### config.mk
export PLATFORM = sky130hd
export DESIGN_NAME = execute_pipe
export DESIGN_NICKNAME = d
export VERILOG_FILES = /design/src/rtl/exec_pkg.sv /design/src/rtl/exec_mul_iter.sv /design/src/rtl/execute_pipe.sv
export SDC_FILE = /design/constraint.sdc
export NUM_CORES = 1
export LEC_CHECK = 0
export BUFFER_PORTS_ARGS = -buffer_cell sky130_fd_sc_hd__clkbuf_2
export CAP_MARGIN = 20
export CORE_MARGIN = 3
export CORE_UTILIZATION = 61
export CTS_CLUSTER_DIAMETER = 200
export CTS_CLUSTER_SIZE = 20
export DETAILED_ROUTE_END_ITERATION = 8
export PLACE_DENSITY_LB_ADDON = 0.12
export RECOVER_POWER = 100
export SYNTH_ARGS = -nofsm -noshare
export SYNTH_HDL_FRONTEND = slang
export SYNTH_SLANG_ARGS = --single-unit
### constraint.sdc
create_clock -name clk -period 18.1 [get_ports clk]
set_clock_uncertainty 0.15 [all_clocks]
set_input_delay 1.81 -clock clk [delete_from_list [all_inputs] [get_ports clk]]
set_output_delay 1.81 -clock clk [all_outputs]
set_load 0.05 [all_outputs]
### src/rtl/exec_pkg.sv
// exec_pkg: shared definitions for the execute stage.
//   - AluControl operation codes
//   - FSM state enum (the MUL state exists only when EXEC_MUL_EN is defined)
//   - mul_k_legal(): checks the multiplier step width against the datapath width
// Configuration macro: EXEC_MUL_EN (enables the iterative multiplier).
package exec_pkg;

  localparam logic [3:0] ALU_AND  = 4'b0000;
  localparam logic [3:0] ALU_OR   = 4'b0001;
  localparam logic [3:0] ALU_ADD  = 4'b0010;
  localparam logic [3:0] ALU_SUB  = 4'b0110;
  localparam logic [3:0] ALU_PASS = 4'b0111;
  localparam logic [3:0] ALU_NOR  = 4'b1100;
  localparam logic [3:0] ALU_MUL  = 4'b1000;

  typedef enum logic [1:0] {
    ST_IDLE = 2'd0,
`ifdef EXEC_MUL_EN
    ST_MUL  = 2'd1,
`endif
    ST_HOLD = 2'd2
  } exec_state_t;

  // Step width must be 1, 2 or 4 and must divide the datapath width.
  function automatic bit mul_k_legal(input int n, input int k);
    return ((k == 1) || (k == 2) || (k == 4)) && (n >= k) && ((n % k) == 0);
  endfunction

endpackage

### src/rtl/exec_mul_iter.sv
// exec_mul_iter: iterative shift-add multiplier, MUL_K multiplier bits per cycle.
// Produces the low N bits of the unsigned product after N/MUL_K step cycles.
// Ports:
//   clk, reset    clock, synchronous active-high reset
//   start         load operands (one-cycle pulse); steps begin next cycle
//   multiplicand  operand a, multiplier  operand b
//   done          high during the cycle of the final step
//   product       accumulator including the current step; final value when done=1
// Used only when EXEC_MUL_EN is defined.
module exec_mul_iter
  import exec_pkg::*;
#(
  parameter int N     = 64,
  parameter int MUL_K = 2
) (
  input  logic         clk,
  input  logic         reset,
  input  logic         start,
  input  logic [N-1:0] multiplicand,
  input  logic [N-1:0] multiplier,
  output logic         done,
  output logic [N-1:0] product
);

  localparam int STEPS = N / MUL_K;
  localparam int CNT_W = (STEPS > 1) ? $clog2(STEPS) : 1;
  localparam logic [CNT_W-1:0] LAST = CNT_W'(STEPS - 1);

  if (!mul_k_legal(N, MUL_K)) begin : g_bad_cfg
    $error("exec_mul_iter: MUL_K must be 1, 2 or 4 and divide N");
  end

  logic             running_q, running_d;
  logic [CNT_W-1:0] cnt_q, cnt_d;
  logic [N-1:0]     mcand_q, mcand_d;
  logic [N-1:0]     mplier_q, mplier_d;
  logic [N-1:0]     acc_q, acc_d;
  logic [N-1:0]     partial;

  always_comb begin
    // Partial product for the low MUL_K multiplier bits, modulo 2^N.
    partial = '0;
    for (int i = 0; i < MUL_K; i++) begin
      if (mplier_q[i]) partial = partial + (mcand_q << i);
    end
    product = acc_q + partial;
    done    = running_q && (cnt_q == LAST);

    running_d = running_q;
    cnt_d     = cnt_q;
    mcand_d   = mcand_q;
    mplier_d  = mplier_q;
    acc_d     = acc_q;

    if (start) begin
      running_d = 1'b1;
      cnt_d     = '0;
      mcand_d   = multiplicand;
      mplier_d  = multiplier;
      acc_d     = '0;
    end else if (running_q) begin
      acc_d    = product;
      mcand_d  = mcand_q << MUL_K;
      mplier_d = mplier_q >> MUL_K;
      cnt_d    = cnt_q + CNT_W'(1);
      if (done) begin
        running_d = 1'b0;
        cnt_d     = '0;
      end
    end
  end

  always_ff @(posedge clk) begin
    if (reset) begin
      running_q <= 1'b0;
      cnt_q     <= '0;
      mcand_q   <= '0;
      mplier_q  <= '0;
      acc_q     <= '0;
    end else begin
      running_q <= running_d;
      cnt_q     <= cnt_d;
      mcand_q   <= mcand_d;
      mplier_q  <= mplier_d;
      acc_q     <= acc_d;
    end
  end

endmodule

### src/rtl/execute_pipe.sv
// execute_pipe: single-entry execute stage (ALU, branch target, optional multiply).
// Handshake: an operation is taken on a rising edge where in_valid & in_ready;
// a result is delivered on a rising edge where out_valid & out_ready. Outputs are
// held stable while out_valid=1 and out_ready=0. Only one operation is held.
// Ports:
//   clk, reset                 clock, synchronous active-high reset
//   in_valid / in_ready        upstream handshake
//   AluSrc, AluControl         operand-b select, operation code
//   PC_E, signImm_E, readData1_E, readData2_E   operands (width N)
//   out_valid / out_ready      downstream handshake
//   PCBranch_E, aluResult_E, writeData_E, zero_E  registered results
//   busy                       multiply in progress
// Configuration macro: EXEC_MUL_EN (iterative multiplier; without it code 1000 yields 0).
module execute_pipe
  import exec_pkg::*;
#(
  parameter int N     = 64,
  parameter int MUL_K = 2
) (
  input  logic         clk,
  input  logic         reset,
  input  logic         in_valid,
  output logic         in_ready,
  input  logic         AluSrc,
  input  logic [3:0]   AluControl,
  input  logic [N-1:0] PC_E,
  input  logic [N-1:0] signImm_E,
  input  logic [N-1:0] readData1_E,
  input  logic [N-1:0] readData2_E,
  output logic         out_valid,
  input  logic         out_ready,
  output logic [N-1:0] PCBranch_E,
  output logic [N-1:0] aluResult_E,
  output logic [N-1:0] writeData_E,
  output logic         zero_E,
  output logic         busy
);

  exec_state_t  state_q, state_d;
  logic [N-1:0] result_q, result_d;
  logic [N-1:0] branch_q, branch_d;
  logic [N-1:0] wdata_q, wdata_d;
  logic         zero_q, zero_d;
  logic [N-1:0] opb;
  logic [N-1:0] alu_out;
  logic         accept;

  function automatic logic [N-1:0] alu_op(input logic [3:0] ctrl,
                                          input logic [N-1:0] a,
                                          input logic [N-1:0] b);
    logic [N-1:0] r;
    case (ctrl)
      ALU_AND:  r = a & b;
      ALU_OR:   r = a | b;
      ALU_ADD:  r = a + b;
      ALU_SUB:  r = a - b;
      ALU_PASS: r = b;
      ALU_NOR:  r = ~(a | b);
      default:  r = '0;  // includes MUL, which is handled by the multiplier
    endcase
    return r;
  endfunction

  assign opb      = AluSrc ? signImm_E : readData2_E;
  assign alu_out  = alu_op(AluControl, readData1_E, opb);
  assign in_ready = (state_q == ST_IDLE) && !reset;
  assign accept   = in_valid && in_ready;
  assign out_valid = (state_q == ST_HOLD) && !reset;

`ifdef EXEC_MUL_EN
  logic         mul_start;
  logic         mul_done;
  logic [N-1:0] mul_product;

  exec_mul_iter #(.N(N), .MUL_K(MUL_K)) u_mul (
    .clk          (clk),
    .reset        (reset),
    .start        (mul_start),
    .multiplicand (readData1_E),
    .multiplier   (opb),
    .done         (mul_done),
    .product      (mul_product)
  );

  assign busy = (state_q == ST_MUL) && !reset;
`else
  assign busy = 1'b0;
`endif

  always_comb begin
    state_d  = state_q;
    result_d = result_q;
    branch_d = branch_q;
    wdata_d  = wdata_q;
    zero_d   = zero_q;
`ifdef EXEC_MUL_EN
    mul_start = 1'b0;
`endif

    case (state_q)
      ST_IDLE: begin
        if (accept) begin
          branch_d = PC_E + (signImm_E << 2);
          wdata_d  = readData2_E;
`ifdef EXEC_MUL_EN
          if (AluControl == ALU_MUL) begin
            mul_start = 1'b1;
            state_d   = ST_MUL;
          end else
`endif
          begin
            result_d = alu_out;
            zero_d   = (alu_out == '0);
            state_d  = ST_HOLD;
          end
        end
      end
`ifdef EXEC_MUL_EN
      ST_MUL: begin
        // Final step's sum is taken straight from the multiplier's adder.
        if (mul_done) begin
          result_d = mul_product;
          zero_d   = (mul_product == '0);
          state_d  = ST_HOLD;
        end
      end
`endif
      ST_HOLD: begin
        if (out_ready) state_d = ST_IDLE;
      end
      default: state_d = ST_IDLE;
    endcase
  end

  always_ff @(posedge clk) begin
    if (reset) begin
      state_q  <= ST_IDLE;
      result_q <= '0;
      branch_q <= '0;
      wdata_q  <= '0;
      zero_q   <= 1'b0;
    end else begin
      state_q  <= state_d;
      result_q <= result_d;
      branch_q <= branch_d;
      wdata_q  <= wdata_d;
      zero_q   <= zero_d;
    end
  end

  assign aluResult_E = result_q;
  assign PCBranch_E  = branch_q;
  assign writeData_E = wdata_q;
  assign zero_E      = zero_q;

endmodule

==> flow_summary.rst, run 1 <==
.. list-table::
   :header-rows: 1

   * - Metric
     - Value
   * - Result of the run
     - finished with violations
   * - Violations in the final reports
     - capacitance limit, slew limit
   * - Total track usage
     - 0.464
   * - Setup tns final
     - 0 ns
   * - Non-filler instance count after layout
     - 3,486
   * - Sequential-to-total area share from yosys stat
     - 0.196
   * - Avg Synthesized Cell Area
     - 7.28 sq um
   * - Synth unique cells
     - 103
   * - TritonCTS clock tree
     - yes
   * - Std-Cell Core Area
     - 0.0318 sq mm
   * - Clock root buffer
     - sky130_fd_sc_hd__clkbuf_16
   * - Gate count of the mapped netlist
     - 2,725
   * - Count of max-cap constraint violations
     - 10
   * - Gpl congestion
     - 1.17
   * - Number of enable flip-flop cells after synthesis
     - 0
   * - Number of max-slew violations in the final report
     - 683
   * - Residual DRC
     - 0
   * - Placement Rows
     - 65
   * - Yosys warning total
     - 0
   * - Initial antenna violation count
     - 4
   * - CP Data Required Time
     - 18.37 ns
   * - Cts repair resizes
     - 0
   * - Total number of nets in the final design
     - 3,430
   * - Clock transition at the registers of the reported paths
     - 0.08 ns
   * - Area occupied by registers
     - 0.00388 sq mm
   * - Die Y
     - 186 um
   * - WP data arrival
     - 13.42 ns
   * - I/O pin total
     - 461
   * - Endpoint type of the worst setup path
     - flip-flop
   * - Shortest clock period the worst path allows after layout
     - 13.15 ns
   * - CP startpoint kind
     - input port
   * - Peak supply drop
     - 0.0000747 V
   * - Area share of and/or/nand/nor cells after synthesis
     - 0.242
   * - Synthesized area
     - 0.0198 sq mm
   * - Xor and xnor area share after synthesis
     - 0.0592
   * - Skew-Pair Late Insertion Delay
     - 0.48 ns
   * - Half-perimeter wire length after placement
     - 65.8 mm
   * - Post-CTS Setup Inserts
     - 0
   * - Power per Cell Area
     - 75.7 mW/mm^2
   * - Sink count of the clock tree
     - 194
   * - Post-detailed-route wirelength per cell
     - 24.3 um
   * - Vias in the first global route
     - 22,900
   * - Leakage
     - 0.00913 uW
   * - Largest family of logic cells by synthesized area
     - compound AO/OA/AOI/OAI gates
   * - Synthesized Nets
     - 3,119
   * - I/O Buffers
     - 459
   * - Share of flip-flops with an asynchronous set or reset after synthesis
     - 0
   * - # fillers
     - 2,842
   * - Number of hold violations in the final report
     - 0
   * - Global-route wire length before repair
     - 128 mm
   * - Number of clock buffers inserted by TritonCTS
     - 17
   * - Global Route met2 Usage
     - 0.737
   * - Worst slew pin tran
     - 4.48 ns
   * - Routing layer with the top usage in global route
     - met2
   * - Detailed-route wire length
     - 84.8 mm
   * - H-tree lvl count
     - 4
   * - Fraction of synthesized area in multiplexers
     - 0.0555
   * - Area of the die
     - 0.0347 sq mm
   * - Met3 routing resource usage after global routing
     - 0.132
   * - Maximum number of pins on one net before global-route repair
     - 98
   * - Worst slew margin relative to its limit
     - -1.99
   * - FMAX
     - 0.0760 GHz
   * - Share of post-route cells with drive strength above 1
     - 0.128
   * - Crit share post-route
     - 0.726
   * - TritonRoute pass-1 iters
     - 7
   * - Final setup violation count
     - 0
   * - Antenna-violating nets left
     - 0
   * - Register bit total from synthesis
     - 194
   * - Starting Density
     - 0.624
   * - Die width
     - 186 um
   * - RSZ-0062 raised after global routing
     - no
   * - Deepest clock path buffer count
     - 2
   * - Growth of design area from synthesis to finish
     - 12.6%
   * - Cts hold-fix bufs
     - 0
   * - Placed Instances
     - 3,452
   * - Maximum fanout count along the critical path
     - 65
   * - Most used DFF post-synth
     - sky130_fd_sc_hd__dfxtp_1
   * - GR Overflow Total
     - 0
   * - Number of DRC violations after detailed-routing iteration 0
     - 2,795
   * - Adder-cell share of the synthesized area
     - 0.110
   * - CP Class
     - in -> reg
   * - Vias per cell
     - 6.86
   * - Compound-Gate Fraction of Synth Area
     - 0.281
   * - Vias after detailed routing
     - 23,900
   * - Type of the most critical hold path
     - reg -> reg
   * - Met1 track utilization from global routing
     - 0.501
   * - Area occupied by multi-input gates
     - 0.0148 sq mm
==> report_power, final <==
part | internal (uW) | switching, uW
logic | 245 | 559
clock network | 190 | 210
registers | 465 | 22.2
==> worst paths after layout <==
kind / startpoint / to / slack, ns / cells after the start
hold / removal: PCBranch_E[34]$_SDFFE_PP0P_ / PCBranch_E[34]$_SDFFE_PP0P_ / 0.31 / 2
setup reg to reg: state_q[1]$_SDFFE_PP0P_ / aluResult_E[25]$_SDFFE_PP0P_ / 12.70 / 4
setup / recovery: AluSrc / zero_E$_SDFFE_PP0P_ / 4.95 / 25
hold reg to reg: PCBranch_E[34]$_SDFFE_PP0P_ / PCBranch_E[34]$_SDFFE_PP0P_ / 0.31 / 2
==> cell usage after synthesis (21+ instances only) <==
master	count	area share
sky130_fd_sc_hd__inv_1	73	0.014
sky130_fd_sc_hd__xnor2_1	100	0.044
sky130_fd_sc_hd__o21a_1	31	0.012
sky130_fd_sc_hd__nand3_1	153	0.039
sky130_fd_sc_hd__nand2_1	306	0.058
sky130_fd_sc_hd__a211oi_1	26	0.0098
sky130_fd_sc_hd__and3_1	30	0.0095
sky130_fd_sc_hd__nor2_1	142	0.027
sky130_fd_sc_hd__maj3_1	46	0.023
sky130_fd_sc_hd__o21bai_1	22	0.0083
sky130_fd_sc_hd__clkbuf_1	142	0.027
sky130_fd_sc_hd__a22o_1	21	0.0093
sky130_fd_sc_hd__nand2b_1	24	0.0076
sky130_fd_sc_hd__o21ai_0	297	0.075
sky130_fd_sc_hd__a31oi_1	29	0.0091
sky130_fd_sc_hd__mux2i_1	60	0.030
sky130_fd_sc_hd__nor3_1	69	0.017
sky130_fd_sc_hd__or3_1	48	0.015
sky130_fd_sc_hd__a21oi_1	204	0.051
sky130_fd_sc_hd__xor2_1	34	0.015
sky130_fd_sc_hd__a21o_1	75	0.028
sky130_fd_sc_hd__dfxtp_1	194	0.20
sky130_fd_sc_hd__nor2b_1	21	0.0066
sky130_fd_sc_hd__nand4_1	57	0.018
sky130_fd_sc_hd__ha_1	127	0.080
==> worst max-delay path: stages <==
cell and delay [ns]:
sky130_fd_sc_hd__clkbuf_1 1.31, sky130_fd_sc_hd__clkbuf_1 3.21, sky130_fd_sc_hd__mux2i_1 0.61, sky130_fd_sc_hd__clkinv_1 0.20
sky130_fd_sc_hd__nor3b_1 0.28, sky130_fd_sc_hd__and2_0 0.23, sky130_fd_sc_hd__and2_1 0.21, sky130_fd_sc_hd__nand3_1 0.23
sky130_fd_sc_hd__or2_1 0.39, sky130_fd_sc_hd__nor4_1 0.44, sky130_fd_sc_hd__a41oi_1 0.33, sky130_fd_sc_hd__nor2_1 0.20
sky130_fd_sc_hd__xnor2_1 0.09, sky130_fd_sc_hd__ha_1 0.43, sky130_fd_sc_hd__a21o_1 0.19, sky130_fd_sc_hd__a21oi_1 0.30
sky130_fd_sc_hd__o21ai_0 0.22, sky130_fd_sc_hd__or3_1 0.38, sky130_fd_sc_hd__nand3_1 0.10, sky130_fd_sc_hd__o211ai_1 0.11
sky130_fd_sc_hd__or4_1 0.54, sky130_fd_sc_hd__or4_1 0.50, sky130_fd_sc_hd__nor4_1 0.57, sky130_fd_sc_hd__and4_1 0.31
sky130_fd_sc_hd__a41o_1 0.16
==> layout by cell type, fill, tap and decap left out, drive strengths merged, types with 49 or more instances in the layout <==
cell / instances
nor2: 142
clkbuf: 483
mux2i: 70
or3: 49
o21ai: 316
xnor2: 100
a21o: 75
dfxtp: 194
maj3: 55
inv: 84
nand2: 306
a21oi: 206
ha: 127
nand3: 153
nor3: 70
nand4: 58
==> metal layers <==
metal	wire length [um]	vias to the layer above
li1	-	10700
met1	28700	10900
met2	36600	1750
met3	9690	571
met4	9720	4
met5	27	-
==> sequential cells by signal, indices dropped and copies added (netlist names) <==
name and cells:
writeData_E 64, PCBranch_E 64, zero_E 1, aluResult_E 64
state_q 1
==> logic make-up (layout without fill, tap and decap cells) <==
group,Yosys count,in the layout
AO/OA/AOI/OAI,889,889
XOR/XNOR,134,134
adder cells (fa/ha/maj),184,184
buffers and inverters,265,589
flip-flops,194,194
multiplexers,97,97
other,1,3
AND/OR/NAND/NOR,961,961
==> stage by stage <==
| stage | power (uW) | area (sq um) | util | worst slack [ns] | hold WS, ns |
|---|---|---|---|---|---|
| 5_1_grt | 1760 | 22300 | 0.702 | 4.51 | 0.325 |
| 6_report | 1690 | 22300 | 0.702 | 4.95 | 0.307 |
| 3_5_place_dp | 1280 | 22000 | 0.693 | 8.75 | 0.292 |
| 2_1_floorplan | 1050 | 19800 | - | 10.54 | 0.308 |
| 4_1_cts | 1670 | 22600 | 0.712 | 9.11 | 0.304 |
| 3_3_place_gp | 1260 | 22000 | 0.693 | 8.90 | 0.289 |
==> layout make-up <==
| class | count | share of cell area |
|---|---|---|
| antenna | 2 | 0.000224 |
| inverter | 80 | 0.0135 |
| sequential | 194 | 0.174 |
| clock buffer | 18 | 0.0197 |
| tap | 435 | 0.0244 |
| timing repair buffer | 477 | 0.0968 |
| clock inverter | 14 | 0.00717 |
| multi-input combinational | 2266 | 0.664 |
Note: power is estimated with default switching activity, not from simulation.
==> run 2: changes to the inputs <==
Settings changed: CORE_UTILIZATION 61 to 51.
Clock period 18.1 ns to 11.2 ns, I/O delays scaled along.
==> run 2 against run 1 <==
  * Wire length up 3.3%
  * Worst hold slack better by 0.0026 ns
  * Final area up 0.60%
  * The run still ends with capacitance limit, slew limit left
==> flow_summary.rst, run 2 (synthesis results as in run 1) <==
.. list-table::
   :header-rows: 1

   * - Metric
     - Value
   * - Highest-count cells in the layout ignoring fill and taps
     - 305 x sky130_fd_sc_hd__nand2_1, 301 x sky130_fd_sc_hd__o21ai_0, 260 x sky130_fd_sc_hd__clkbuf_2
   * - Std-Cell Core Area
     - 0.0380 sq mm
   * - GR Overflow Total
     - 0
   * - CP Class
     - in -> reg
   * - Antenna-violating nets left
     - 0
   * - Vias in the first global route
     - 22,200
   * - I/O pin total
     - 461
   * - TritonCTS clock tree
     - yes
   * - Deepest clock path buffer count
     - 2
   * - CP startpoint kind
     - input port
   * - Placement Rows
     - 71
   * - Number of hold violations in the final report
     - 0
   * - Sink count of the clock tree
     - 194
   * - Vias after detailed routing
     - 23,100
   * - Die Y
     - 203 um
   * - Most common cell after layout, fill and taps aside
     - sky130_fd_sc_hd__nand2_1
   * - FMAX
     - 0.113 GHz
   * - Leakage
     - 0.00917 uW
   * - Post-detailed-route wirelength per cell
     - 24.5 um
   * - Total track usage
     - 0.409
   * - Violations in the final reports
     - capacitance limit, slew limit
   * - Initial antenna violation count
     - 6
   * - # fillers
     - 3,784
   * - Worst slew pin tran
     - 3.95 ns
   * - Vias per cell
     - 6.47
   * - Count of max-cap constraint violations
     - 3
   * - Die width
     - 203 um
   * - Global-route wire length before repair
     - 131 mm
   * - Residual DRC
     - 0
   * - Starting Density
     - 0.522
   * - Share of post-route cells with drive strength above 1
     - 0.131
   * - Overall power
     - 2750 uW
   * - I/O Buffers
     - 459
   * - Maximum number of pins on one net before global-route repair
     - 104
   * - Number of max-slew violations in the final report
     - 272
   * - CP Data Required Time
     - 11.48 ns
   * - Type of the most critical hold path
     - reg -> reg
   * - Worst slew margin relative to its limit
     - -1.63
   * - Peak supply drop
     - 0.000121 V
   * - Detailed-route wire length
     - 87.5 mm
   * - Result of the run
     - finished with violations
   * - RSZ-0062 raised after global routing
     - no
   * - Hold slack final
     - 0.310 ns
   * - Half-perimeter wire length after placement
     - 69.5 mm
   * - Shortest clock period the worst path allows after layout
     - 8.82 ns
   * - Worst slack at placement
     - 2.46 ns
   * - Gpl congestion
     - 1.00
   * - H-tree lvl count
     - 4
   * - Total number of nets in the final design
     - 3,433
   * - Setup tns final
     - 0 ns
   * - Cts repair resizes
     - 0
   * - Post-CTS Setup Inserts
     - 0
   * - Area of the die
     - 0.0413 sq mm
   * - Clock root buffer
     - sky130_fd_sc_hd__clkbuf_16
   * - WP data arrival
     - 9.09 ns
   * - Final setup violation count
     - 0
   * - Number of clock buffers inserted by TritonCTS
     - 17
   * - Number of DRC violations after detailed-routing iteration 0
     - 2,043
   * - Endpoint type of the worst setup path
     - flip-flop
   * - Power per Cell Area
     - 122 mW/mm^2
   * - Post-layout worst setup margin
     - 2.38 ns
   * - Growth of design area from synthesis to finish
     - 13.3%
   * - Clock transition at the registers of the reported paths
     - 0.08 ns
   * - Crit share post-route
     - 0.787
   * - Cts hold-fix bufs
     - 0
   * - Maximum fanout count along the critical path
     - 54
   * - Skew-Pair Late Insertion Delay
     - 0.48 ns
   * - TritonRoute pass-1 iters
     - 6
run 2: layout make-up:
type	instances	area, sq um	share of cell area
sequential	194	3880	0.173
timing repair buffer	480	2190	0.0977
multi-input combinational	2266	14800	0.661
clock inverter	14	161	0.00718
antenna	3	7.51	0.000334
inverter	80	302	0.0134
clock buffer	18	429	0.0191
tap	511	639	0.0285
run 2: final timing paths:
check,startpoint,end,slack (ns),depth (start not counted)
worst min-delay path,writeData_E[13]$_SDFFE_PP0P_,writeData_E[13]$_SDFFE_PP0P_,0.31,2
worst max register to register,state_q[1]$_SDFFE_PP0P_,aluResult_E[1]$_SDFFE_PP0P_,6.63,5
worst max-delay path,AluSrc,zero_E$_SDFFE_PP0P_,2.38,24
worst min register to register,writeData_E[13]$_SDFFE_PP0P_,writeData_E[13]$_SDFFE_PP0P_,0.31,2
run 2: per-stage QoR:
| stage | instance area, sq um | cells | util |
|---|---|---|---|
| floorplan | 19800 | 2725 | - |
| global placement | 22100 | 3529 | 0.583 |
| detailed placement | 22100 | 3529 | 0.583 |
| CTS | 22700 | 3561 | 0.598 |
| global route | 22500 | 3563 | 0.591 |
| finish | 22500 | 3566 | 0.591 |
run 2: critical path: stages:
cell	delay [ns]
sky130_fd_sc_hd__buf_4	0.54
sky130_fd_sc_hd__buf_4	0.81
sky130_fd_sc_hd__mux2i_1	0.50
sky130_fd_sc_hd__o21ai_0	0.25
sky130_fd_sc_hd__nor4_1	0.76
sky130_fd_sc_hd__nand4_2	0.30
sky130_fd_sc_hd__or3_1	0.46
sky130_fd_sc_hd__or2_0	0.29
sky130_fd_sc_hd__nor2_1	0.20
sky130_fd_sc_hd__a31oi_1	0.14
sky130_fd_sc_hd__xnor2_1	0.18
sky130_fd_sc_hd__ha_1	0.41
sky130_fd_sc_hd__a21oi_1	0.23
sky130_fd_sc_hd__o21ai_0	0.18
sky130_fd_sc_hd__inv_1	0.09
sky130_fd_sc_hd__o21ai_1	0.09
sky130_fd_sc_hd__or3_1	0.36
sky130_fd_sc_hd__nand3_1	0.09
sky130_fd_sc_hd__o211ai_1	0.13
sky130_fd_sc_hd__or4_1	0.53
sky130_fd_sc_hd__or4_1	0.43
sky130_fd_sc_hd__nor4_1	0.49
sky130_fd_sc_hd__and4_1	0.28
sky130_fd_sc_hd__a41o_1	0.17
run 2: where the power goes:
part / internal (uW) / total [uW] / leakage (uW) / switching (uW)
combinational: 393 / 1300 / 0.00729 / 902
clock: 320 / 668 / 0.000293 / 348
sequential: 751 / 788 / 0.00159 / 37.7
total: 1460 / 2750 / 0.00917 / 1290
run 2: layer usage:
metal,part of all wire,up-vias,GRT usage
met3,0.079,391,0.0852
met2,0.46,1238,0.694
met1,0.36,10800,0.448
li1,-,10700,-
met5,0.00025,-,0
met4,0.093,4,0.314
